==> config.mk <==
export PLATFORM = sky130hd
export DESIGN_NAME = apb_slave_mem
export DESIGN_NICKNAME = d
export VERILOG_FILES = /design/src/rtl/apb_slave_mem.sv
export SDC_FILE = /design/constraint.sdc
export NUM_CORES = 2
export LEC_CHECK = 0
export ABC_AREA = 1
export CAP_MARGIN = 40
export CELL_PAD_IN_SITES_DETAIL_PLACEMENT = 1
export CELL_PAD_IN_SITES_GLOBAL_PLACEMENT = 2
export CORE_ASPECT_RATIO = 2
export CORE_MARGIN = 2
export CORE_UTILIZATION = 41
export DETAILED_ROUTE_END_ITERATION = 6
export PLACE_DENSITY = 0.87
export SETUP_SLACK_MARGIN = 0.1
export SYNTH_ARGS = -nofsm -noshare
export SYNTH_HDL_FRONTEND = slang
export SYNTH_SLANG_ARGS = --single-unit
==> constraint.sdc <==
create_clock -name pclk -period 145.4 [get_ports pclk]
set_input_delay 29.08 -clock pclk [delete_from_list [all_inputs] [get_ports pclk]]
set_output_delay 29.08 -clock pclk [all_outputs]
set_load 0.02 [all_outputs]
==> src/rtl/apb_slave_mem.sv <==
// APB slave backed by a register-array memory with programmable wait states and error reporting.
// Build option: define APB_SLAVE_MEM_PSTRB_EN to honour pstrb byte lanes on writes.
//
// state     | meaning
// ----------+-------------------------------------------------------------
// ST_IDLE   | no transfer in flight; waiting for a setup phase
// ST_WAIT   | transfer captured; wait-state down-counter running
// ST_RESP   | pready high; transfer completes on psel & penable
module apb_slave_mem #(
   parameter int unsigned ADDRESS_WIDTH = 32,
   parameter int unsigned DATA_WIDTH    = 32,
   parameter int unsigned MEM_DEPTH     = 64,
   parameter logic [31:0] BASE_ADDR     = 32'h0,
   parameter int unsigned WAIT_WIDTH    = 4
) (
   input  logic                      pclk,
   input  logic                      preset,
   input  logic                      psel,
   input  logic                      penable,
   input  logic                      pwrite,
   input  logic [ADDRESS_WIDTH-1:0]  paddr,
   input  logic [DATA_WIDTH-1:0]     pwdata,
   input  logic [DATA_WIDTH/8-1:0]   pstrb,
   input  logic [WAIT_WIDTH-1:0]     wait_cfg,
   output logic                      pready,
   output logic [DATA_WIDTH-1:0]     prdata,
   output logic                      pslverr,
   output logic [7:0]                err_count
);

   localparam int unsigned NBYTES     = DATA_WIDTH / 8;
   localparam int unsigned OFF_W      = $clog2(NBYTES);
   localparam int unsigned IDX_W      = (MEM_DEPTH > 1) ? $clog2(MEM_DEPTH) : 1;
   localparam logic [63:0] LO_ADDR    = 64'(BASE_ADDR);
   localparam logic [63:0] HI_ADDR    = LO_ADDR + (64'(MEM_DEPTH) * 64'(NBYTES));
   localparam logic [63:0] ALIGN_MASK = 64'(NBYTES - 1);

   typedef enum logic [1:0] {
      ST_IDLE = 2'd0,
      ST_WAIT = 2'd1,
      ST_RESP = 2'd2
   } state_t;

   state_t                               state;
   state_t                               state_nxt;
   logic [WAIT_WIDTH-1:0]                wait_cnt;
   logic [WAIT_WIDTH-1:0]                wait_cnt_nxt;

   logic [ADDRESS_WIDTH-1:0]             addr_q;
   logic                                 write_q;
   logic [DATA_WIDTH-1:0]                wdata_q;
   logic [DATA_WIDTH-1:0]                wmask;
   logic [MEM_DEPTH-1:0][DATA_WIDTH-1:0] mem;

   logic                                 setup_hit;
   logic                                 complete;
   logic                                 entering_resp;
   logic [ADDRESS_WIDTH-1:0]             acc_addr;
   logic                                 acc_write;
   logic [63:0]                          addr_ext;
   logic [63:0]                          offset;
   logic                                 acc_err;
   logic [IDX_W-1:0]                     acc_idx;

   assign setup_hit     = (state == ST_IDLE) && psel && !penable;
   assign complete      = (state == ST_RESP) && psel && penable;
   assign entering_resp = (state != ST_RESP) && (state_nxt == ST_RESP);

   // With zero wait states RESP is entered on the setup edge itself, so the
   // decode must look at the live bus in IDLE and at the captured copy after.
   assign acc_addr  = (state == ST_IDLE) ? paddr  : addr_q;
   assign acc_write = (state == ST_IDLE) ? pwrite : write_q;
   assign addr_ext  = 64'(acc_addr);
   assign offset    = addr_ext - LO_ADDR;
   assign acc_idx   = IDX_W'(offset >> OFF_W);
   assign acc_err   = (addr_ext < LO_ADDR) || (addr_ext >= HI_ADDR) ||
                      ((addr_ext & ALIGN_MASK) != 64'd0);

   always_comb begin
      state_nxt    = state;
      wait_cnt_nxt = wait_cnt;
      unique case (state)
         ST_IDLE: begin
            if (psel && !penable) begin
               if (wait_cfg == '0) begin
                  state_nxt = ST_RESP;
               end else begin
                  state_nxt    = ST_WAIT;
                  wait_cnt_nxt = wait_cfg;
               end
            end
         end
         ST_WAIT: begin
            if (!psel) begin
               state_nxt    = ST_IDLE;
               wait_cnt_nxt = '0;
            end else if (wait_cnt <= WAIT_WIDTH'(1)) begin
               state_nxt    = ST_RESP;
               wait_cnt_nxt = '0;
            end else begin
               wait_cnt_nxt = wait_cnt - WAIT_WIDTH'(1);
            end
         end
         ST_RESP: begin
            if (!psel || penable) begin
               state_nxt = ST_IDLE;
            end
         end
         default: begin
            state_nxt    = ST_IDLE;
            wait_cnt_nxt = '0;
         end
      endcase
   end

   always_ff @(posedge pclk or posedge preset) begin
      if (preset) begin
         state    <= ST_IDLE;
         wait_cnt <= '0;
      end else begin
         state    <= state_nxt;
         wait_cnt <= wait_cnt_nxt;
      end
   end

   always_ff @(posedge pclk or posedge preset) begin
      if (preset) begin
         addr_q  <= '0;
         write_q <= 1'b0;
         wdata_q <= '0;
      end else if (setup_hit) begin
         addr_q  <= paddr;
         write_q <= pwrite;
         wdata_q <= pwdata;
      end
   end

`ifdef APB_SLAVE_MEM_PSTRB_EN
   logic [NBYTES-1:0] strb_q;

   always_ff @(posedge pclk or posedge preset) begin
      if (preset) begin
         strb_q <= '0;
      end else if (setup_hit) begin
         strb_q <= pstrb;
      end
   end

   for (genvar b = 0; b < NBYTES; b++) begin : g_wmask
      assign wmask[8*b +: 8] = {8{strb_q[b]}};
   end
`else
   logic unused_pstrb;

   assign unused_pstrb = ^pstrb;
   assign wmask        = '1;
`endif

   always_ff @(posedge pclk or posedge preset) begin
      if (preset) begin
         pready  <= 1'b0;
         pslverr <= 1'b0;
         prdata  <= '0;
      end else begin
         pready <= (state_nxt == ST_RESP);
         if (entering_resp) begin
            pslverr <= acc_err;
         end else if (state_nxt != ST_RESP) begin
            pslverr <= 1'b0;
         end
         if (entering_resp && !acc_write) begin
            prdata <= acc_err ? '0 : mem[acc_idx];
         end
      end
   end

   // Writes commit only on the completing edge so an abort or reset leaves memory untouched.
   always_ff @(posedge pclk or posedge preset) begin
      if (preset) begin
         mem <= '0;
      end else if (complete && write_q && !acc_err) begin
         mem[acc_idx] <= (mem[acc_idx] & ~wmask) | (wdata_q & wmask);
      end
   end

   always_ff @(posedge pclk or posedge preset) begin
      if (preset) begin
         err_count <= 8'd0;
      end else if (complete && acc_err && (err_count != 8'hFF)) begin
         err_count <= err_count + 8'd1;
      end
   end

endmodule

Word level (Yosys, flattened, before mapping)

Index checks and enable logic that the tools add are counted.

Register bits after elaboration: 2161
Output and inout bits: 42

Reduce and logical (&&, ||, !) cells: 24
Add/subtract/negate cells: 2
$lt $le $gt $ge: 5
Mux-type cells: 21
Bitwise gates (word level): 1
Equal/unequal tests: 8

Operators by type and width:

| operator                                                           | count |
|---|---|
| bitwise mux 2048 bit                                               | 1 |
| binary-select mux 32 bit (select 6 bit)                            | 1 |
| demux 32 bit (select 6 bit)                                        | 1 |
| two-way mux 32 bit                                                 | 4 |
| nonzero test 64 bit                                                | 1 |
| greater-or-equal comparator 32 x 9 -> 1 bit, second input constant | 1 |
| less-than comparator 32 x 1 -> 1 bit, second input constant        | 1 |
| two-way mux 4 bit                                                  | 4 |
| logical AND 1 bit                                                  | 12 |
| case mux 4 bit (3 select lines)                                    | 1 |
| two-way mux 2 bit                                                  | 5 |
| adder 8 x 1 -> 8 bit, second input constant                        | 1 |
| inequality test 8 bit, second input constant                       | 1 |
| less-than comparator 6 x 7 -> 1 bit, second input constant         | 1 |
| greater-or-equal comparator 6 x 1 -> 1 bit, second input constant  | 1 |
| inequality test 2 bit, second input constant                       | 3 |
| case mux 2 bit (3 select lines)                                    | 1 |
| == test 2 bit, second input constant                               | 2 |
| less-or-equal comparator 4 x 1 -> 1 bit, second input constant     | 1 |
| logical NOT 1 bit                                                  | 4 |
| logical NOT 4 bit                                                  | 1 |
| subtractor 4 x 1 -> 4 bit, second input constant                   | 1 |
| logical OR 1 bit                                                   | 3 |
| two-way mux 1 bit                                                  | 3 |
| other kinds (6)                                                    | 6 |

Depth between registers and ports, before layout

Word-level depth: 7
Mapped depth: 17

Worst setup path after synthesis

No wires, ideal clock.

Path type: input to register
Start: input penable
End: register mem[208] (netlist bit)
Slack: 114.710 ns
Required time: 145.268 ns
Setup time: 0.132 ns
Path buffers: 2
Arrival time: 30.558 ns
Cell stages on the path: 7
Cells stage by stage: nand4_1 nor2_1 buf_2 nand3_2 clkbuf_1 nand2_1 o21ai_1

Word-level cells in the longest chain between the ends: 3

Ends and longest elaborated chain:

| what                           | line | source |
|---|---|---|
| start, declared                | 19   | `input logic penable,` |
| logical AND 1 bit              | 66   | `assign complete = (state == ST_RESP) && psel && penable;` |
| logical AND 1 bit (2 in a row) | 181  | `end else if (complete && write_q && !acc_err) begin` |
| end signal, assigned by index  | 182  | `mem[acc_idx] <= (mem[acc_idx] & ~wmask) \| (wdata_q & wmask);` |
| end, declared                  | 53   | `logic [MEM_DEPTH-1:0][DATA_WIDTH-1:0] mem;` |

No other way between the ends.
A chain may end at the register's enable or synchronous reset.

Worst setup path in the final report

Start: input paddr[2]
End: register prdata[10]

Word-level cells in the longest chain between the ends: 5
Elaborated cells between the ends (all ways): 8

Ends and longest elaborated chain:

| what                                                                                                       | line | source |
|---|---|---|
| start, declared                                                                                            | 21   | `input logic [ADDRESS_WIDTH-1:0] paddr,` |
| two-way mux 32 bit *                                                                                       | 71   | `assign acc_addr = (state == ST_IDLE) ? paddr : addr_q;` |
| less-than comparator 32 x 1 -> 1 bit / greater-or-equal comparator 32 x 9 -> 1 bit (equally long branches) | 76   | `assign acc_err = (addr_ext < LO_ADDR) \|\| (addr_ext >= HI_ADDR) \|\|` |
| logical OR 1 bit (2 in a row)                                                                              | 76   |  |
| two-way mux 32 bit *                                                                                       | 172  | `prdata <= acc_err ? '0 : mem[acc_idx];` |
| end signal, assigned                                                                                       | 172  |  |
| end, declared                                                                                              | 26   | `output logic [DATA_WIDTH-1:0] prdata,` |

Mark *: on every way between the ends. The rest lies on a longest branch, timed or not. The select of a mux whose other input is x is not followed.

==> key figures <==
Status
  – Status: completed

Layout
  – Most frequent cells in the layout: 5995 x nand2_1, 2161 x dfrtp_1, 1223 x o21ai_1
  – Layout fillers: 30.2k
  – Final Non-Filler Cells: 16.6k
  – Fin util: 45.8%
  – Layout net count: 13.2k
  – Layout cells sized above 1: 5.33%
  – Commonest non-fill, non-tap cell in the layout: nand2_1
  – Layout area overhead: 11.1%

STA
  – Fin crit share: 23.7%
  – WHS: 0.475 ns
  – Min cycle time layout: 34.40 ns
  – FMAX: 29.1 MHz
  – Transition time of the tightest slew-check pin: 1.13 ns
  – Final Hold Viols: 0
  – Slew headroom: 24.8%
  – Final setup fails: 0
  – Final TNS setup: 0 ns
  – Final count of pins violating max slew: 0
  – Worst Skew: 0.0561 ns
  – RSZ-0062 raised after global routing: false

Setup path
  – CP Class: primary input to register
  – CP max FO: 129
  – CP arrival: 35.20 ns
  – Worst EP required: 146.19 ns
  – R2r worst-path depth: 17
  – CP startpoint kind: primary input
  – Critical path endpoint category: register

Global route
  – Global route overflow: 0
  – GRT Overall Usage: 29.5%
  – Initial antenna violation count: 9
  – Largest net degree at the start of global routing: 194
  – Global-route wire length before repair: 577000 um
  – Vias in the first global route: 95.9k

Job
  – Max cap viols: 0

CTS
  – Worst-skew pair later-pin latency: 0.89 ns
  – CTS resizes: 0
  – CTS Buffer Depth: 4
  – Setup bufs post-CTS: 0
  – Total CTS buffers: 210
  – CTS tree: built
  – H-tree Lvls: 4
  – Root buffer cell: clkbuf_16
  – Clock sink count: 2161
  – # hold bufs at CTS: 0
  – Clock-pin slew on the worst setup and hold paths: 0.07 ns

Power and ir drop
  – Sw frac: 40.1%
  – Part of the power in registers: 34.5%
  – Combinational power share: 33.3%
  – Leakage: 53.6 nW
  – Clk pwr share: 32.2%
  – Pwr dens: 15.6 nW/um^2
  – Switching power: 713 uW
  – Design internal power: 1.06 mW
  – Peak VDD IR: 13.3 uV

Synthesis
  – Flops & latches, synth: 2161
  – Synthesized net count: 13.7k
  – Post-synth ARST share: 100%
  – Synth Area per Inst: 7.53 sq um
  – Netlist cell types: 36
  – Register area share after synthesis: 52.8%
  – Number of flops mapped to enable cells by yosys: 0
  – Yosys Warn Count: 0
  – Post-Syn Area: 102000 sq um
  – Post-Synthesis Cells: 13.6k
  – Main flop type after synthesis: dfrtp_1

Routing
  – DRT Pass-1 Iters: 5
  – Vias per inst: 5.44
  – Final wirelength: 374000 um
  – DR iter-0 viols: 5856
  – Routed len/inst: 22.6 um
  – DRC Markers: 0
  – Vias: 90.0k
  – ANT nets after route: 0

Hold path
  – Hold path depth: 2
  – HP Class: register to register

Floorplan
  – Chip height: 711 um
  – Die Area: 254000 sq um
  – Ports: 119
  – Die span in x: 357 um
  – Initial Util: 41.2%
  – Core Footprint: 249000 sq um
  – Num rows: 259

Place
  – Port Buffers: 114
  – DP Wirelength: 223000 um
  – Dpl cells: 16.2k
  – Gpl congestion: 0.801
-- synth_stat cells, types with 6 or more instances --
cell	count	share of area [%]
clkbuf_1	710	2.6
nor3_1	6	0.029
nand2_1	6004	22
dfrtp_1	2161	53
nand3_2	39	0.38
nand4_1	32	0.20
buf_2	289	1.4
nand3b_1	107	0.78
o21ai_1	1223	6.0
inv_2	8	0.029
mux2_2	8	0.088
a21oi_1	91	0.44
nor2_1	197	0.72
nand3_1	670	3.3
nand3_4	22	0.38
buf_1	48	0.18
o21ai_0	985	4.8
inv_1	971	3.6
-- logic make-up (layout without fill, tap and decap cells) --
kind of cell	Yosys count	count (layout)	synth area share [%]
compound gates	2310	2310	11.3
xor+xnor	7	7	0.0598
fa+ha+maj	3	3	0.0366
buf+inv	2035	1715	7.88
flops	2161	2161	52.8
mux	8	8	0.0879
other cells	0	6	0
simple gates	7087	7087	27.8
-- layout make-up --
type,instances,area [sq um],area share [%]
flip-flops and latches,2161,54100,47.5
multi-input cells,9415,40600,35.7
clock buffers,307,6100,5.36
repair buffers,365,4470,3.93
well taps,3262,4080,3.58
inverters,980,3690,3.24
clock inverters,63,822,0.722
diodes,6,15.0,0.0132
-- path summary, 6_finish.rpt --
kind	to	startpoint	slack, ns
setup / recovery	prdata[10]$_DFFE_PP0P_	paddr[2]	111.00
hold / removal	mem[719]$_DFFE_PP0P_	mem[719]$_DFFE_PP0P_	0.48
setup reg to reg	prdata[10]$_DFFE_PP0P_	state[0]$_DFF_PP0_	138.75
hold reg to reg	mem[719]$_DFFE_PP0P_	mem[719]$_DFFE_PP0P_	0.48
max in group asynchronous	mem[748]$_DFFE_PP0P_	preset	112.20
min in group asynchronous	mem[279]$_DFFE_PP0P_	preset	28.78
-- per-layer routing --
metal  GRT usage (%)  vias to the layer above  wire length (um)
met4            11.5                       10             16000
met5               0                        -                58
met1            35.4                    46000            152000
li1                -                    41500                 -
met2            53.7                     1760            193000
met3            2.87                      736             12900
-- stage by stage --
step | area (sq um) | setup slack, ns | total power [mW]
floorplan | 102000 | 55.27 | 0.980
global placement | 105000 | 109.57 | 1.20
detailed placement | 107000 | 110.24 | 1.22
CTS | 114000 | 111.14 | 1.79
global route | 114000 | 110.85 | 1.86
finish | 114000 | 111.00 | 1.78
-- power groups by stage --
| stage | registers, mW | clock network [mW] | logic, mW |
|---|---|---|---|
| 2_1_floorplan | 0.626 | 0 | 0.353 |
| 3_3_place_gp | 0.624 | 0 | 0.572 |
| 3_5_place_dp | 0.625 | 0 | 0.592 |
| 4_1_cts | 0.613 | 0.582 | 0.594 |
| 5_1_grt | 0.614 | 0.602 | 0.647 |
| 6_report | 0.613 | 0.571 | 0.592 |
-- registers in the layout (all words and copies together) (netlist names), 2 cells and up --
signal and count:
err_count 8, wdata_q 32, wait_cnt 4, state 2, prdata 32, addr_q 32, mem 2048
-- critical path: stages --
cell             delay (ns)
clkdlybuf4s50_1        0.71
nand2_2                0.08
buf_4                  0.32
nand2_8                0.37
buf_4                  0.73
buf_12                 0.65
buf_4                  0.49
buf_16                 0.28
buf_4                  0.72
nand2_1                0.11
nand3_1                0.13
nand2_1                0.07
o21ai_0                0.59
nand2_1                0.11
nor2_1                 0.29
nand3_1                0.13
nand2_1                0.08
No activity file was read; power rests on OpenSTA's default activity.
